==> config.mk <==
export PLATFORM = sky130hd
export DESIGN_NAME = spectrum_analyzer_axil_regs_flat
export DESIGN_NICKNAME = d
export VERILOG_FILES = /design/src/rtl/spectrum_analyzer_axil_regs_pkg.sv /design/src/rtl/spectrum_analyzer_axil_regs_if.sv /design/src/rtl/spectrum_analyzer_axil_regs_wr_hold.sv /design/src/rtl/spectrum_analyzer_axil_regs.sv /design/src/flat_wrapper.sv
export SDC_FILE = /design/constraint.sdc
export NUM_CORES = 1
export LEC_CHECK = 0
export ABC_CLOCK_PERIOD_IN_PS = 3230
export CORE_ASPECT_RATIO = 0.5
export CORE_UTILIZATION = 45
export DETAILED_ROUTE_END_ITERATION = 6
export GPL_ROUTABILITY_DRIVEN = 0
export PLACE_DENSITY = 0.86
export SKIP_CTS_REPAIR_TIMING = 1
export SYNTH_ARGS = -nofsm -noshare
export SYNTH_HDL_FRONTEND = slang
export SYNTH_SLANG_ARGS = --single-unit
==> constraint.sdc <==
create_clock -name aclk -period 3.23 [get_ports aclk]
set_clock_uncertainty 0.2 [all_clocks]
set_input_delay 0.323 -clock aclk [delete_from_list [all_inputs] [get_ports aclk]]
set_output_delay 0.323 -clock aclk [all_outputs]
set_load 0.01 [all_outputs]
==> src/rtl/spectrum_analyzer_axil_regs_pkg.sv <==
// Shared definitions for the spectrum analyzer AXI4-Lite register block:
// register offsets, spectrum window base, response codes and read FSM states.
package spectrum_analyzer_pkg;

  localparam logic [31:0] REG_CTRL      = 32'h0000_0000;
  localparam logic [31:0] REG_STATUS    = 32'h0000_0004;
  localparam logic [31:0] REG_FRAME_CNT = 32'h0000_0008;
  localparam logic [31:0] REG_IRQ_EN    = 32'h0000_000C;
  localparam logic [31:0] REG_ID        = 32'h0000_0010;
  localparam logic [31:0] WIN_BASE      = 32'h0000_1000;

  localparam logic [1:0] RESP_OKAY   = 2'b00;
  localparam logic [1:0] RESP_SLVERR = 2'b10;

  localparam logic [31:0] ID_VALUE_DEFAULT = 32'h5341_0001;

  typedef enum logic [2:0] {
    RD_IDLE    = 3'd0,
    RD_REG     = 3'd1,
    RD_RAM     = 3'd2,
    RD_RAMWAIT = 3'd3,
    RD_RESP    = 3'd4
  } rd_state_t;

  // Byte address to word address: the two low bits never select anything.
  function automatic logic [31:0] word_align(input logic [31:0] a);
    return {a[31:2], 2'b00};
  endfunction

endpackage

==> src/rtl/spectrum_analyzer_axil_regs_if.sv <==
// AXI4-Lite bus bundle between the PS general-purpose master and the
// spectrum analyzer register block.
interface spectrum_analyzer_axil_regs_if #(
  parameter int ADDR_WIDTH = 13
) ();
  logic [ADDR_WIDTH-1:0] awaddr;
  logic                  awvalid;
  logic                  awready;
  logic [31:0]           wdata;
  logic [3:0]            wstrb;
  logic                  wvalid;
  logic                  wready;
  logic [1:0]            bresp;
  logic                  bvalid;
  logic                  bready;
  logic [ADDR_WIDTH-1:0] araddr;
  logic                  arvalid;
  logic                  arready;
  logic [31:0]           rdata;
  logic [1:0]            rresp;
  logic                  rvalid;
  logic                  rready;

  modport master (
    output awaddr, awvalid, input awready,
    output wdata, wstrb, wvalid, input wready,
    input bresp, bvalid, output bready,
    output araddr, arvalid, input arready,
    input rdata, rresp, rvalid, output rready
  );

  modport slave (
    input awaddr, awvalid, output awready,
    input wdata, wstrb, wvalid, output wready,
    output bresp, bvalid, input bready,
    input araddr, arvalid, output arready,
    output rdata, rresp, rvalid, input rready
  );
endinterface

==> src/rtl/spectrum_analyzer_axil_regs_wr_hold.sv <==
// AW/W holding-register pair. Each channel is accepted on its own; the pair
// is released by the parent's commit strobe once both halves are present.
module axil_wr_hold #(
  parameter int ADDR_WIDTH = 13
) (
  input  logic                  aclk,
  input  logic                  aresetn,
  input  logic [ADDR_WIDTH-1:0] awaddr,
  input  logic                  awvalid,
  output logic                  awready,
  input  logic [31:0]           wdata,
  input  logic [3:0]            wstrb,
  input  logic                  wvalid,
  output logic                  wready,
  input  logic                  commit,
  output logic                  pair_full,
  output logic [ADDR_WIDTH-1:0] awaddr_q,
  output logic [31:0]           wdata_q,
  output logic [3:0]            wstrb_q
);

  logic aw_full;
  logic w_full;
  logic aw_full_next;
  logic w_full_next;

  // Occupancy of each holding register: filled on handshake, emptied on commit.
  always_comb begin
    aw_full_next = aw_full;
    w_full_next  = w_full;
    if (commit) begin
      aw_full_next = 1'b0;
      w_full_next  = 1'b0;
    end else begin
      if (awvalid && awready) begin
        aw_full_next = 1'b1;
      end else begin
        aw_full_next = aw_full;
      end
      if (wvalid && wready) begin
        w_full_next = 1'b1;
      end else begin
        w_full_next = w_full;
      end
    end
  end

  // Occupancy flags and registered readies (readies stay low during reset).
  always_ff @(posedge aclk or negedge aresetn) begin
    if (!aresetn) begin
      aw_full <= 1'b0;
      w_full  <= 1'b0;
      awready <= 1'b0;
      wready  <= 1'b0;
    end else begin
      aw_full <= aw_full_next;
      w_full  <= w_full_next;
      awready <= !aw_full_next;
      wready  <= !w_full_next;
    end
  end

  // Capture address and data/strobe on their respective handshakes.
  always_ff @(posedge aclk or negedge aresetn) begin
    if (!aresetn) begin
      awaddr_q <= '0;
      wdata_q  <= 32'h0000_0000;
      wstrb_q  <= 4'h0;
    end else begin
      if (awvalid && awready) begin
        awaddr_q <= awaddr;
      end
      if (wvalid && wready) begin
        wdata_q <= wdata;
        wstrb_q <= wstrb;
      end
    end
  end

  assign pair_full = aw_full && w_full;

endmodule

==> src/rtl/spectrum_analyzer_axil_regs.sv <==
// AXI4-Lite register block for the spectrum analyzer: CTRL/STATUS/FRAME_CNT/ID
// registers plus a read-only window onto the magnitude-spectrum RAM.
// Optional feature macro SA_AXIL_IRQ_EN adds the IRQ_EN register and irq port.
module spectrum_analyzer_axil_regs
  import spectrum_analyzer_pkg::*;
#(
  parameter int          ADDR_WIDTH = 13,
  parameter int          BIN_COUNT  = 1024,
  parameter logic [31:0] ID_VALUE   = ID_VALUE_DEFAULT
) (
  input  logic                         aclk,
  input  logic                         aresetn,
  spectrum_analyzer_axil_regs_if.slave s_axi,
  output logic                         ctrl_enable,
  output logic                         ctrl_clear,
  input  logic                         frame_done,
  input  logic                         busy,
  output logic [$clog2(BIN_COUNT)-1:0] ram_raddr,
  output logic                         ram_ren,
  input  logic [31:0]                  ram_rdata
`ifdef SA_AXIL_IRQ_EN
  , output logic                       irq
`endif
);

  localparam int          RAM_AW  = $clog2(BIN_COUNT);
  localparam logic [31:0] WIN_END = WIN_BASE + 32'(4 * BIN_COUNT);

  // ---------------- write path ----------------
  logic [ADDR_WIDTH-1:0] awaddr_q;
  logic [31:0]           wdata_q;
  logic [3:0]            wstrb_q;
  logic                  pair_full;
  logic                  commit;
  logic                  b_valid;
  logic [1:0]            b_resp;
  logic [31:0]           wr_word;
  logic                  wr_ctrl;
  logic                  wr_status;
  logic                  wr_irqen;
  logic                  wr_err;
  logic                  ctrl_wr;
  logic                  w1c;
  logic                  sticky;
  logic [31:0]           frame_cnt;
  logic                  irq_en;
  logic                  unused_bits;

  axil_wr_hold #(.ADDR_WIDTH(ADDR_WIDTH)) u_wr_hold (
    .aclk     (aclk),
    .aresetn  (aresetn),
    .awaddr   (s_axi.awaddr),
    .awvalid  (s_axi.awvalid),
    .awready  (s_axi.awready),
    .wdata    (s_axi.wdata),
    .wstrb    (s_axi.wstrb),
    .wvalid   (s_axi.wvalid),
    .wready   (s_axi.wready),
    .commit   (commit),
    .pair_full(pair_full),
    .awaddr_q (awaddr_q),
    .wdata_q  (wdata_q),
    .wstrb_q  (wstrb_q)
  );

  // A held pair commits only when the previous response has been taken.
  assign commit  = pair_full && !b_valid;
  assign wr_word = word_align(32'(awaddr_q));

  // Write address decode; anything not writable answers SLVERR.
  always_comb begin
    wr_ctrl   = 1'b0;
    wr_status = 1'b0;
    wr_irqen  = 1'b0;
    wr_err    = 1'b1;
    case (wr_word)
      REG_CTRL: begin
        wr_ctrl = 1'b1;
        wr_err  = 1'b0;
      end
      REG_STATUS: begin
        wr_status = 1'b1;
        wr_err    = 1'b0;
      end
`ifdef SA_AXIL_IRQ_EN
      REG_IRQ_EN: begin
        wr_irqen = 1'b1;
        wr_err   = 1'b0;
      end
`endif
      default: wr_err = 1'b1;
    endcase
  end

  assign ctrl_wr = commit && wr_ctrl && wstrb_q[0];
  assign w1c     = commit && wr_status && wstrb_q[0] && wdata_q[0];

  // Only byte 0 of the write data carries register bits.
  assign unused_bits = ^{wdata_q[31:2], wstrb_q[3:1], wr_irqen};

  // Write response: raised the cycle after commit, held until bready.
  always_ff @(posedge aclk or negedge aresetn) begin
    if (!aresetn) begin
      b_valid <= 1'b0;
      b_resp  <= RESP_OKAY;
    end else if (commit) begin
      b_valid <= 1'b1;
      b_resp  <= wr_err ? RESP_SLVERR : RESP_OKAY;
    end else if (b_valid && s_axi.bready) begin
      b_valid <= 1'b0;
    end
  end

  assign s_axi.bvalid = b_valid;
  assign s_axi.bresp  = b_resp;

  // CTRL: enable level and one-cycle clear pulse after the committing write.
  always_ff @(posedge aclk or negedge aresetn) begin
    if (!aresetn) begin
      ctrl_enable <= 1'b0;
      ctrl_clear  <= 1'b0;
    end else begin
      ctrl_clear <= ctrl_wr && wdata_q[1];
      if (ctrl_wr) begin
        ctrl_enable <= wdata_q[0];
      end
    end
  end

  // Sticky done flag and frame counter; clear beats frame_done, which beats W1C.
  always_ff @(posedge aclk or negedge aresetn) begin
    if (!aresetn) begin
      sticky    <= 1'b0;
      frame_cnt <= 32'h0000_0000;
    end else if (ctrl_clear) begin
      sticky    <= 1'b0;
      frame_cnt <= 32'h0000_0000;
    end else begin
      if (frame_done) begin
        sticky    <= 1'b1;
        frame_cnt <= frame_cnt + 32'd1;
      end else if (w1c) begin
        sticky <= 1'b0;
      end
    end
  end

`ifdef SA_AXIL_IRQ_EN
  // Interrupt enable register and registered level interrupt.
  always_ff @(posedge aclk or negedge aresetn) begin
    if (!aresetn) begin
      irq_en <= 1'b0;
      irq    <= 1'b0;
    end else begin
      if (commit && wr_irqen && wstrb_q[0]) begin
        irq_en <= wdata_q[0];
      end
      irq <= sticky && irq_en;
    end
  end
`else
  assign irq_en = 1'b0;
`endif

  // ---------------- read path ----------------
  rd_state_t             state;
  rd_state_t             state_next;
  logic                  ar_ready;
  logic                  ar_hs;
  logic [ADDR_WIDTH-1:0] raddr_q;
  logic [31:0]           rd_word;
  logic [31:0]           rd_mux;
  logic                  rd_err;
  logic [31:0]           r_data;
  logic [1:0]            r_resp;
  logic                  r_valid;

  // True when a byte address falls inside the spectrum window.
  function automatic logic in_window(input logic [ADDR_WIDTH-1:0] a);
    logic [31:0] w;
    w = 32'(a);
    return (w >= WIN_BASE) && (w < WIN_END);
  endfunction

  assign ar_hs = s_axi.arvalid && ar_ready && (state == RD_IDLE);

  // Read FSM next-state: register reads take REG, window reads go via RAM.
  always_comb begin
    state_next = state;
    case (state)
      RD_IDLE: begin
        if (ar_hs) begin
          state_next = in_window(s_axi.araddr) ? RD_RAM : RD_REG;
        end else begin
          state_next = RD_IDLE;
        end
      end
      RD_REG:     state_next = RD_RESP;
      RD_RAM:     state_next = RD_RAMWAIT;
      RD_RAMWAIT: state_next = RD_RESP;
      RD_RESP: begin
        if (s_axi.rready) begin
          state_next = RD_IDLE;
        end else begin
          state_next = RD_RESP;
        end
      end
      default: state_next = RD_IDLE;
    endcase
  end

  // Read FSM state register.
  always_ff @(posedge aclk or negedge aresetn) begin
    if (!aresetn) begin
      state <= RD_IDLE;
    end else begin
      state <= state_next;
    end
  end

  assign rd_word = word_align(32'(raddr_q));

  // Register read mux; unmapped addresses read zero with SLVERR.
  always_comb begin
    rd_mux = 32'h0000_0000;
    rd_err = 1'b0;
    case (rd_word)
      REG_CTRL:      rd_mux = {31'd0, ctrl_enable};
      REG_STATUS:    rd_mux = {30'd0, busy, sticky};
      REG_FRAME_CNT: rd_mux = frame_cnt;
`ifdef SA_AXIL_IRQ_EN
      REG_IRQ_EN:    rd_mux = {31'd0, irq_en};
`endif
      REG_ID:        rd_mux = ID_VALUE;
      default: begin
        rd_mux = 32'h0000_0000;
        rd_err = 1'b1;
      end
    endcase
  end

  // Registered read-side outputs: readies, RAM port and the R channel.
  always_ff @(posedge aclk or negedge aresetn) begin
    if (!aresetn) begin
      ar_ready  <= 1'b0;
      ram_ren   <= 1'b0;
      ram_raddr <= '0;
      raddr_q   <= '0;
      r_valid   <= 1'b0;
      r_data    <= 32'h0000_0000;
      r_resp    <= RESP_OKAY;
    end else begin
      ar_ready <= (state_next == RD_IDLE);
      ram_ren  <= (state_next == RD_RAM);
      r_valid  <= (state_next == RD_RESP);
      if (ar_hs) begin
        raddr_q   <= s_axi.araddr;
        ram_raddr <= s_axi.araddr[RAM_AW+1:2];
      end
      if (state == RD_REG) begin
        r_data <= rd_mux;
        r_resp <= rd_err ? RESP_SLVERR : RESP_OKAY;
      end else if (state == RD_RAMWAIT) begin
        r_data <= ram_rdata;
        r_resp <= RESP_OKAY;
      end
    end
  end

  assign s_axi.arready = ar_ready;
  assign s_axi.rvalid  = r_valid;
  assign s_axi.rdata   = r_data;
  assign s_axi.rresp   = r_resp;

endmodule

==> src/flat_wrapper.sv <==
// flat-port wrapper written by rule: the top's interface ports become plain ports
module spectrum_analyzer_axil_regs_flat import spectrum_analyzer_pkg::*;
#(
  parameter int          ADDR_WIDTH = 13,
  parameter int          BIN_COUNT  = 1024,
  parameter logic [31:0] ID_VALUE   = ID_VALUE_DEFAULT
)
  (aclk, aresetn, ctrl_enable, ctrl_clear, frame_done, busy, ram_raddr, ram_ren, ram_rdata, s_axi_awaddr, s_axi_awvalid, s_axi_awready, s_axi_wdata, s_axi_wstrb, s_axi_wvalid, s_axi_wready, s_axi_bresp, s_axi_bvalid, s_axi_bready, s_axi_araddr, s_axi_arvalid, s_axi_arready, s_axi_rdata, s_axi_rresp, s_axi_rvalid, s_axi_rready);
  spectrum_analyzer_axil_regs_if #(.ADDR_WIDTH(ADDR_WIDTH)) s_axi_i ();
  input  logic aclk;
  input  logic aresetn;
  output logic ctrl_enable;
  output logic ctrl_clear;
  input  logic frame_done;
  input  logic busy;
  output logic [$clog2(BIN_COUNT)-1:0] ram_raddr;
  output logic ram_ren;
  input  logic [31:0] ram_rdata;
  input wire logic [$bits(s_axi_i.awaddr)-1:0] s_axi_awaddr;
  input wire logic [$bits(s_axi_i.awvalid)-1:0] s_axi_awvalid;
  output wire logic [$bits(s_axi_i.awready)-1:0] s_axi_awready;
  input wire logic [$bits(s_axi_i.wdata)-1:0] s_axi_wdata;
  input wire logic [$bits(s_axi_i.wstrb)-1:0] s_axi_wstrb;
  input wire logic [$bits(s_axi_i.wvalid)-1:0] s_axi_wvalid;
  output wire logic [$bits(s_axi_i.wready)-1:0] s_axi_wready;
  output wire logic [$bits(s_axi_i.bresp)-1:0] s_axi_bresp;
  output wire logic [$bits(s_axi_i.bvalid)-1:0] s_axi_bvalid;
  input wire logic [$bits(s_axi_i.bready)-1:0] s_axi_bready;
  input wire logic [$bits(s_axi_i.araddr)-1:0] s_axi_araddr;
  input wire logic [$bits(s_axi_i.arvalid)-1:0] s_axi_arvalid;
  output wire logic [$bits(s_axi_i.arready)-1:0] s_axi_arready;
  output wire logic [$bits(s_axi_i.rdata)-1:0] s_axi_rdata;
  output wire logic [$bits(s_axi_i.rresp)-1:0] s_axi_rresp;
  output wire logic [$bits(s_axi_i.rvalid)-1:0] s_axi_rvalid;
  input wire logic [$bits(s_axi_i.rready)-1:0] s_axi_rready;
  assign s_axi_i.awaddr = s_axi_awaddr;
  assign s_axi_i.awvalid = s_axi_awvalid;
  assign s_axi_awready = s_axi_i.awready;
  assign s_axi_i.wdata = s_axi_wdata;
  assign s_axi_i.wstrb = s_axi_wstrb;
  assign s_axi_i.wvalid = s_axi_wvalid;
  assign s_axi_wready = s_axi_i.wready;
  assign s_axi_bresp = s_axi_i.bresp;
  assign s_axi_bvalid = s_axi_i.bvalid;
  assign s_axi_i.bready = s_axi_bready;
  assign s_axi_i.araddr = s_axi_araddr;
  assign s_axi_i.arvalid = s_axi_arvalid;
  assign s_axi_arready = s_axi_i.arready;
  assign s_axi_rdata = s_axi_i.rdata;
  assign s_axi_rresp = s_axi_i.rresp;
  assign s_axi_rvalid = s_axi_i.rvalid;
  assign s_axi_i.rready = s_axi_rready;
  spectrum_analyzer_axil_regs #(.ADDR_WIDTH(ADDR_WIDTH), .BIN_COUNT(BIN_COUNT), .ID_VALUE(ID_VALUE)) u_core (.aclk(aclk), .aresetn(aresetn), .s_axi(s_axi_i), .ctrl_enable(ctrl_enable), .ctrl_clear(ctrl_clear), .frame_done(frame_done), .busy(busy), .ram_raddr(ram_raddr), .ram_ren(ram_ren), .ram_rdata(ram_rdata));
endmodule
==> results of run 1 <==
flip-flops by register name, summed over array words and instances, names as in the netlist, 2 cells and up:
register	flops
u_core.u_wr_hold.awaddr_q	11
u_core.state	3
u_core.s_axi.rdata	32
u_core.u_wr_hold.wdata_q	2
u_core.frame_cnt	32
u_core.raddr_q	11
layer usage:
metal  wire [um]  part of all wire  GRT usage
met2        5770              0.49      0.364
met3         589             0.050     0.0491
met5           0                 0          0
met4         174             0.015     0.0714
met1        5170              0.44      0.286
metrics by stage:
stage,std cells,setup slack [ns],instance area (um2)
2_1_floorplan,496,0.960,4880
3_3_place_gp,722,0.662,6090
3_5_place_dp,722,0.598,6090
4_1_cts,738,0.548,6380
5_1_grt,739,0.382,6390
6_report,739,0.520,6390
power groups by stage:
stage,clock network [mW],registers (mW),logic [mW]
floorplan,0,2.23,1.10
detailed placement,0,2.22,2.08
global placement,0,2.19,2.01
global route,1.14,2.27,2.30
finish,1.07,2.21,2.08
CTS,1.10,2.20,2.09
final timing paths:
| kind | startpoint | to | slack (ns) | cells after the start |
|---|---|---|---|---|
| setup / recovery | u_core.raddr_q[2] | u_core.s_axi.rdata[24] | 0.52 | 4 |
| hold / removal | aresetn | u_core.s_axi.rdata[28] | 0.19 | 2 |
| setup reg to reg | u_core.raddr_q[2] | u_core.s_axi.rdata[24] | 0.52 | 4 |
| hold reg to reg | u_core.s_axi.rdata[22] | u_core.s_axi.rdata[22] | 0.29 | 2 |
| max in group asynchronous | aresetn | u_core.u_wr_hold.awaddr_q[12] | 1.91 | 3 |
| min in group aclk | u_core.s_axi.rdata[22] | u_core.s_axi.rdata[22] | 0.29 | 2 |
logic make-up after synthesis:
logic type / count (synthesis) / synth area share
and+or+nand+nor: 214 / 0.219
DFF: 105 / 0.539
other: 1 / 0.000770
adders and majority gates: 2 / 0.00462
muxes: 18 / 0.0413
buffers and inverters: 52 / 0.0524
xor gates and xnor gates: 10 / 0.0180
AOI/OAI and AO/OA: 93 / 0.125
area by class of cell:
| class | count | area, um2 |
|---|---|---|
| Clock inverter | 3 | 40.0 |
| Clock buffer | 13 | 250 |
| Sequential cell | 105 | 2630 |
| Tap cell | 140 | 175 |
| Timing Repair Buffer | 126 | 1250 |
| Multi-Input combinational cell | 339 | 2000 |
| Fill cell | 836 | 3990 |
| Inverter | 13 | 48.8 |
cells in the final DEF, fill, tap and decap left out, drive strengths merged, types with 12 or more instances in the layout:
cell type,instances
nand2,58
dfrtp,105
a221oi,24
nand3,12
o31ai,12
or4,19
nor2,71
o21ai,24
clkdlybuf4s50,116
inv,13
mux2,17
clkbuf,13
a21oi,27
nand4,12
worst reg2reg max path, delay by kind of cell (launching register included):
kind            cells  cell delay [ns]
compound gates      2             0.44
simple gates        2             1.51
flops               1             0.47
==> run summary, run 1 <==
Final setup viols -> 0
Max-slew headroom -> 0.325
DRC violations left -> 0
max-cap violation count -> 0
switching share of power -> 0.349
Fmax -> 369 MHz
cells after synthesis -> 495
die area -> 0.0113 mm2
Worst-Skew Late Latency -> 0.35 ns
worst-path cell chain -> or4b_2, nor3_1, a21oi_1, o21ai_0
Tcrit/Tclk final -> 0.839
Leak -> 2.68 nW
Area Overhead vs Synth -> 31.1%
DP HPWL -> 8160 um
post-synth top area share -> 0.539
Worst Path Buf+Inv -> 0
Die Height -> 75.6 um
Buffers on Ports -> 117
CP Class -> flip-flop to flip-flop
post-DR wirelength/cell -> 15.8 um
I/O pin cnt -> 157
clock share of power -> 0.200
Antenna Cells -> 0
Fin Hold WS -> 0.192 ns
Max VDD drop -> 0.387 mV
Starting Density -> 0.469
CP max stage cell -> or4b_2
switching pwr -> 1.87 mW
largest net degree at the start of global routing -> 88
Post-synth EDFFs -> 0
final hold vios -> 0
Commonest cells post-synth -> 105 x dfrtp_1, 71 x nor2_1, 58 x nand2_1
antenna violations before repair -> 0
share of cells above drive strength 1 -> 0.0785
FP Rows -> 26
vias in the first global route -> 3,864
delay-heaviest family, CP -> simple AND/OR/NAND/NOR gates
clock root buffer -> clkbuf_16
Most used DFF post-synth -> dfrtp_1
outcome -> complete, no violations
synth warn -> 0
CP Launch Type -> flip-flop
CTS Buf Count -> 9
Die X -> 149 um
post-synthesis sequential area ratio -> 0.539
most frequent cell after synthesis -> dfrtp_1
sequential power share -> 0.412
required time of the critical path -> 3.28 ns
Cell Pwr Density -> 839 mW/mm2
NumNets Final -> 698
Pre-antenna DRT Iters -> 4
Comb pwr share -> 0.388
CP arrival -> 2.76 ns
mapped cell area -> 0.00487 mm2
final worst path period need -> 2.71 ns
top cells by area, synth -> dfrtp_1 54%, nor2_1 5.5%, nand2_1 4.5%
post-layout util -> 0.616
total power -> 5.36 mW
clock transition at the registers of the reported paths -> 0.06 ns
Final Max Slew Viols -> 0
TritonCTS clock tree -> done
RSZ-0062 raised after global routing -> no
GR Overflow Total -> 0
DRT iter0 DRCs -> 311
Int Power -> 3.49 mW
worst min path class -> input pin to async pin
async set-or-reset flop fraction in the synthesized netlist -> 1.00
DR vias -> 4,127
DR vias/cell -> 5.58
max incr delay on CP -> 0.77 ns
Unique masters post-synth -> 44
leading area contributor after synthesis -> dfrtp_1
core area -> 0.0104 mm2
clk sinks -> 105
CP Capture Type -> flip-flop
FF+latch count, synth -> 105
htree depth -> 3
Worst Path Max Fanout -> 9
WL final -> 11,700 um
Antenna Nets Post-Route -> 0
worst-margin pin slew -> 0.996 ns
GRT Total Usage -> 0.217
TNS Setup -> 0 ns
Syn Area/Cell -> 9.84 um2
Max clock buf depth -> 2
first-pass GRT wire length -> 18,900 um
Note: power is estimated with default switching activity, not from simulation.
==> inputs of run 2 (changes only) <==
- ABC_CLOCK_PERIOD_IN_PS: 3230 -> 2780
- clock period: 3.23 -> 2.78 ns (I/O delays scaled with it)
==> run 2 against run 1 <==
  * Fmax increased by 7.0%
  * Non-clock buffer count increased by 5
  * Count of clock-buffer cells in the layout unchanged
  * First-iteration DRC count decreased by 33%
  * Sequential share of layout area decreased by 0.19 points
  * Final cell count increased by 0.54%
  * Core utilization increased by 0.29 points
  * Largest cell class unchanged
  * Die area unchanged
  * Cell area increased by 0.47%
  * Sequential power increased by 15%
  * Global-route usage decreased by 0.25 points
==> run summary, run 2 (synthesis gave the netlist of run 1 again) <==
FP Rows -> 26 (unchanged)
Die Height -> 75.6 um (unchanged)
Antenna Cells -> 0 (unchanged)
Fmax -> 395 MHz (was 369 MHz)
largest net degree at the start of global routing -> 65 (was 88)
Leak -> 2.70 nW (was 2.68 nW)
Worst-Skew Late Latency -> 0.34 ns (was 0.35 ns)
Max VDD drop -> 0.495 mV (was 0.387 mV)
I/O pin cnt -> 157 (unchanged)
clk sinks -> 105 (unchanged)
DR vias/cell -> 5.43 (was 5.58)
CP arrival -> 2.60 ns (was 2.76 ns)
Cell Pwr Density -> 964 mW/mm2 (was 839 mW/mm2)
Area Overhead vs Synth -> 31.7% (was 31.1%)
RSZ-0062 raised after global routing -> no (unchanged)
Starting Density -> 0.469 (unchanged)
Finished Layout Cells -> 743 (was 739)
WL final -> 11,600 um (was 11,700 um)
CP Class -> flip-flop to flip-flop (unchanged)
antenna violations before repair -> 0 (unchanged)
share of cells above drive strength 1 -> 0.0879 (was 0.0785)
leading cell type in the layout, fill and taps excluded -> clkdlybuf4s50_1 (unchanged)
Die X -> 149 um (unchanged)
post-placement cell count -> 727 (was 722)
core area -> 0.0104 mm2 (unchanged)
max-cap violation count -> 0 (unchanged)
Buffers on Ports -> 117 (unchanged)
first-pass GRT wire length -> 18,900 um (about the same)
clock transition at the registers of the reported paths -> 0.06 ns (about the same)
Tcrit/Tclk final -> 0.911 (was 0.839)
DRT iter0 DRCs -> 207 (was 311)
outcome -> complete, no violations (unchanged)
DRC violations left -> 0 (unchanged)
vias in the first global route -> 3,966 (was 3,864)
required time of the critical path -> 2.85 ns (was 3.28 ns)
GR Overflow Total -> 0 (unchanged)
CTS Buf Count -> 9 (unchanged)
DR vias -> 4,037 (was 4,127)
post-layout util -> 0.619 (was 0.616)
TNS Setup -> 0 ns (unchanged)
DP HPWL -> 8220 um (was 8160 um)
CP Capture Type -> flip-flop (unchanged)
Final Max Slew Viols -> 0 (unchanged)
Pre-antenna DRT Iters -> 4 (unchanged)
post-route cell area -> 0.00642 mm2 (was 0.00639 mm2)
post-DR wirelength/cell -> 15.6 um (was 15.8 um)
htree depth -> 3 (unchanged)
worst-margin pin slew -> 0.556 ns (was 0.996 ns)
Worst Path Max Fanout -> 18 (was 9)
TritonCTS clock tree -> done (unchanged)
CP Launch Type -> flip-flop (unchanged)
Max-slew headroom -> 0.629 (was 0.325)
final hold vios -> 0 (unchanged)
worst min path class -> input pin to flip-flop (was input pin to async pin)
die area -> 0.0113 mm2 (unchanged)
final worst path period need -> 2.53 ns (was 2.71 ns)
GRT Total Usage -> 0.215 (was 0.217)
commonest cells after routing, fill and taps aside -> 116 x clkdlybuf4s50_1, 105 x dfrtp_1, 71 x nor2_1, 58 x nand2_1, 27 x a21oi_1 (unchanged)
Fin Hold WS -> 0.262 ns (was 0.192 ns)
NumNets Final -> 703 (was 698)
Max clock buf depth -> 2 (unchanged)
setup slack, reg-to-reg -> 0.25 ns (was 0.52 ns)
Final setup viols -> 0 (unchanged)
area of placed instances -> 0.00613 mm2 (was 0.00609 mm2)
Antenna Nets Post-Route -> 0 (unchanged)
clock root buffer -> clkbuf_16 (unchanged)
## run 2: cell count changes in the layout (fill, tap and decap cells not counted), sizes merged
cell,before,now
bufinv,1,0
clkinv,2,1
buf,9,14
clkinvlp,0,1
## run 2: final cells by class
class | count | area (um2)
Clock buffer | 13 | 270
Clock inverter | 2 | 12.5
Fill cell | 870 | 3960
Inverter | 13 | 48.8
Multi-Input combinational cell | 339 | 2000
Sequential cell | 105 | 2630
Tap cell | 140 | 175
Timing Repair Buffer | 131 | 1290
## run 2: where the power goes
group,internal [mW],switching [mW],leakage [nW]
combinational,1.25,1.19,1.25
sequential,2.10,0.447,1.31
clock,0.675,0.531,0.138
total,4.02,2.16,2.70
## run 2: routing by layer
layer | track usage | wire [um] | vias up
met3 | 0.0485 | 479 | 18
met5 | 0 | 0 | -
met2 | 0.370 | 5740 | 97
met1 | 0.278 | 5210 | 1955
li1 | - | - | 1967
met4 | 0.0635 | 146 | 0
## run 2: path summary, 6_finish.rpt
check	startpoint	to	cells after the start
min reg2reg	u_core.s_axi.rdata[25]	u_core.s_axi.rdata[25]	2
max	u_core.frame_cnt[0]	u_core.frame_cnt[28]	6
min	s_axi_araddr[10]	u_core.raddr_q[10]	3
max reg2reg	u_core.frame_cnt[0]	u_core.frame_cnt[28]	6
min in group asynchronous	aresetn	u_core.s_axi.rdata[28]	2
max in group asynchronous	aresetn	u_core.u_wr_hold.awaddr_q[7]	3
## run 2: critical path, cell delays in order, from the launching register on
cell,delay [ns]
dfrtp_1,0.46
ha_1,0.26
nand3_1,0.13
or4_1,0.54
buf_4,0.21
or4_1,0.51
a21oi_1,0.15
## run 2: per-stage QoR
step	setup WS, ns	power [mW]
finish	0.246	6.19
global route	0.117	6.61
detailed placement	0.268	5.00
global placement	0.278	4.89
floorplan	0.510	3.86
CTS	0.256	6.23
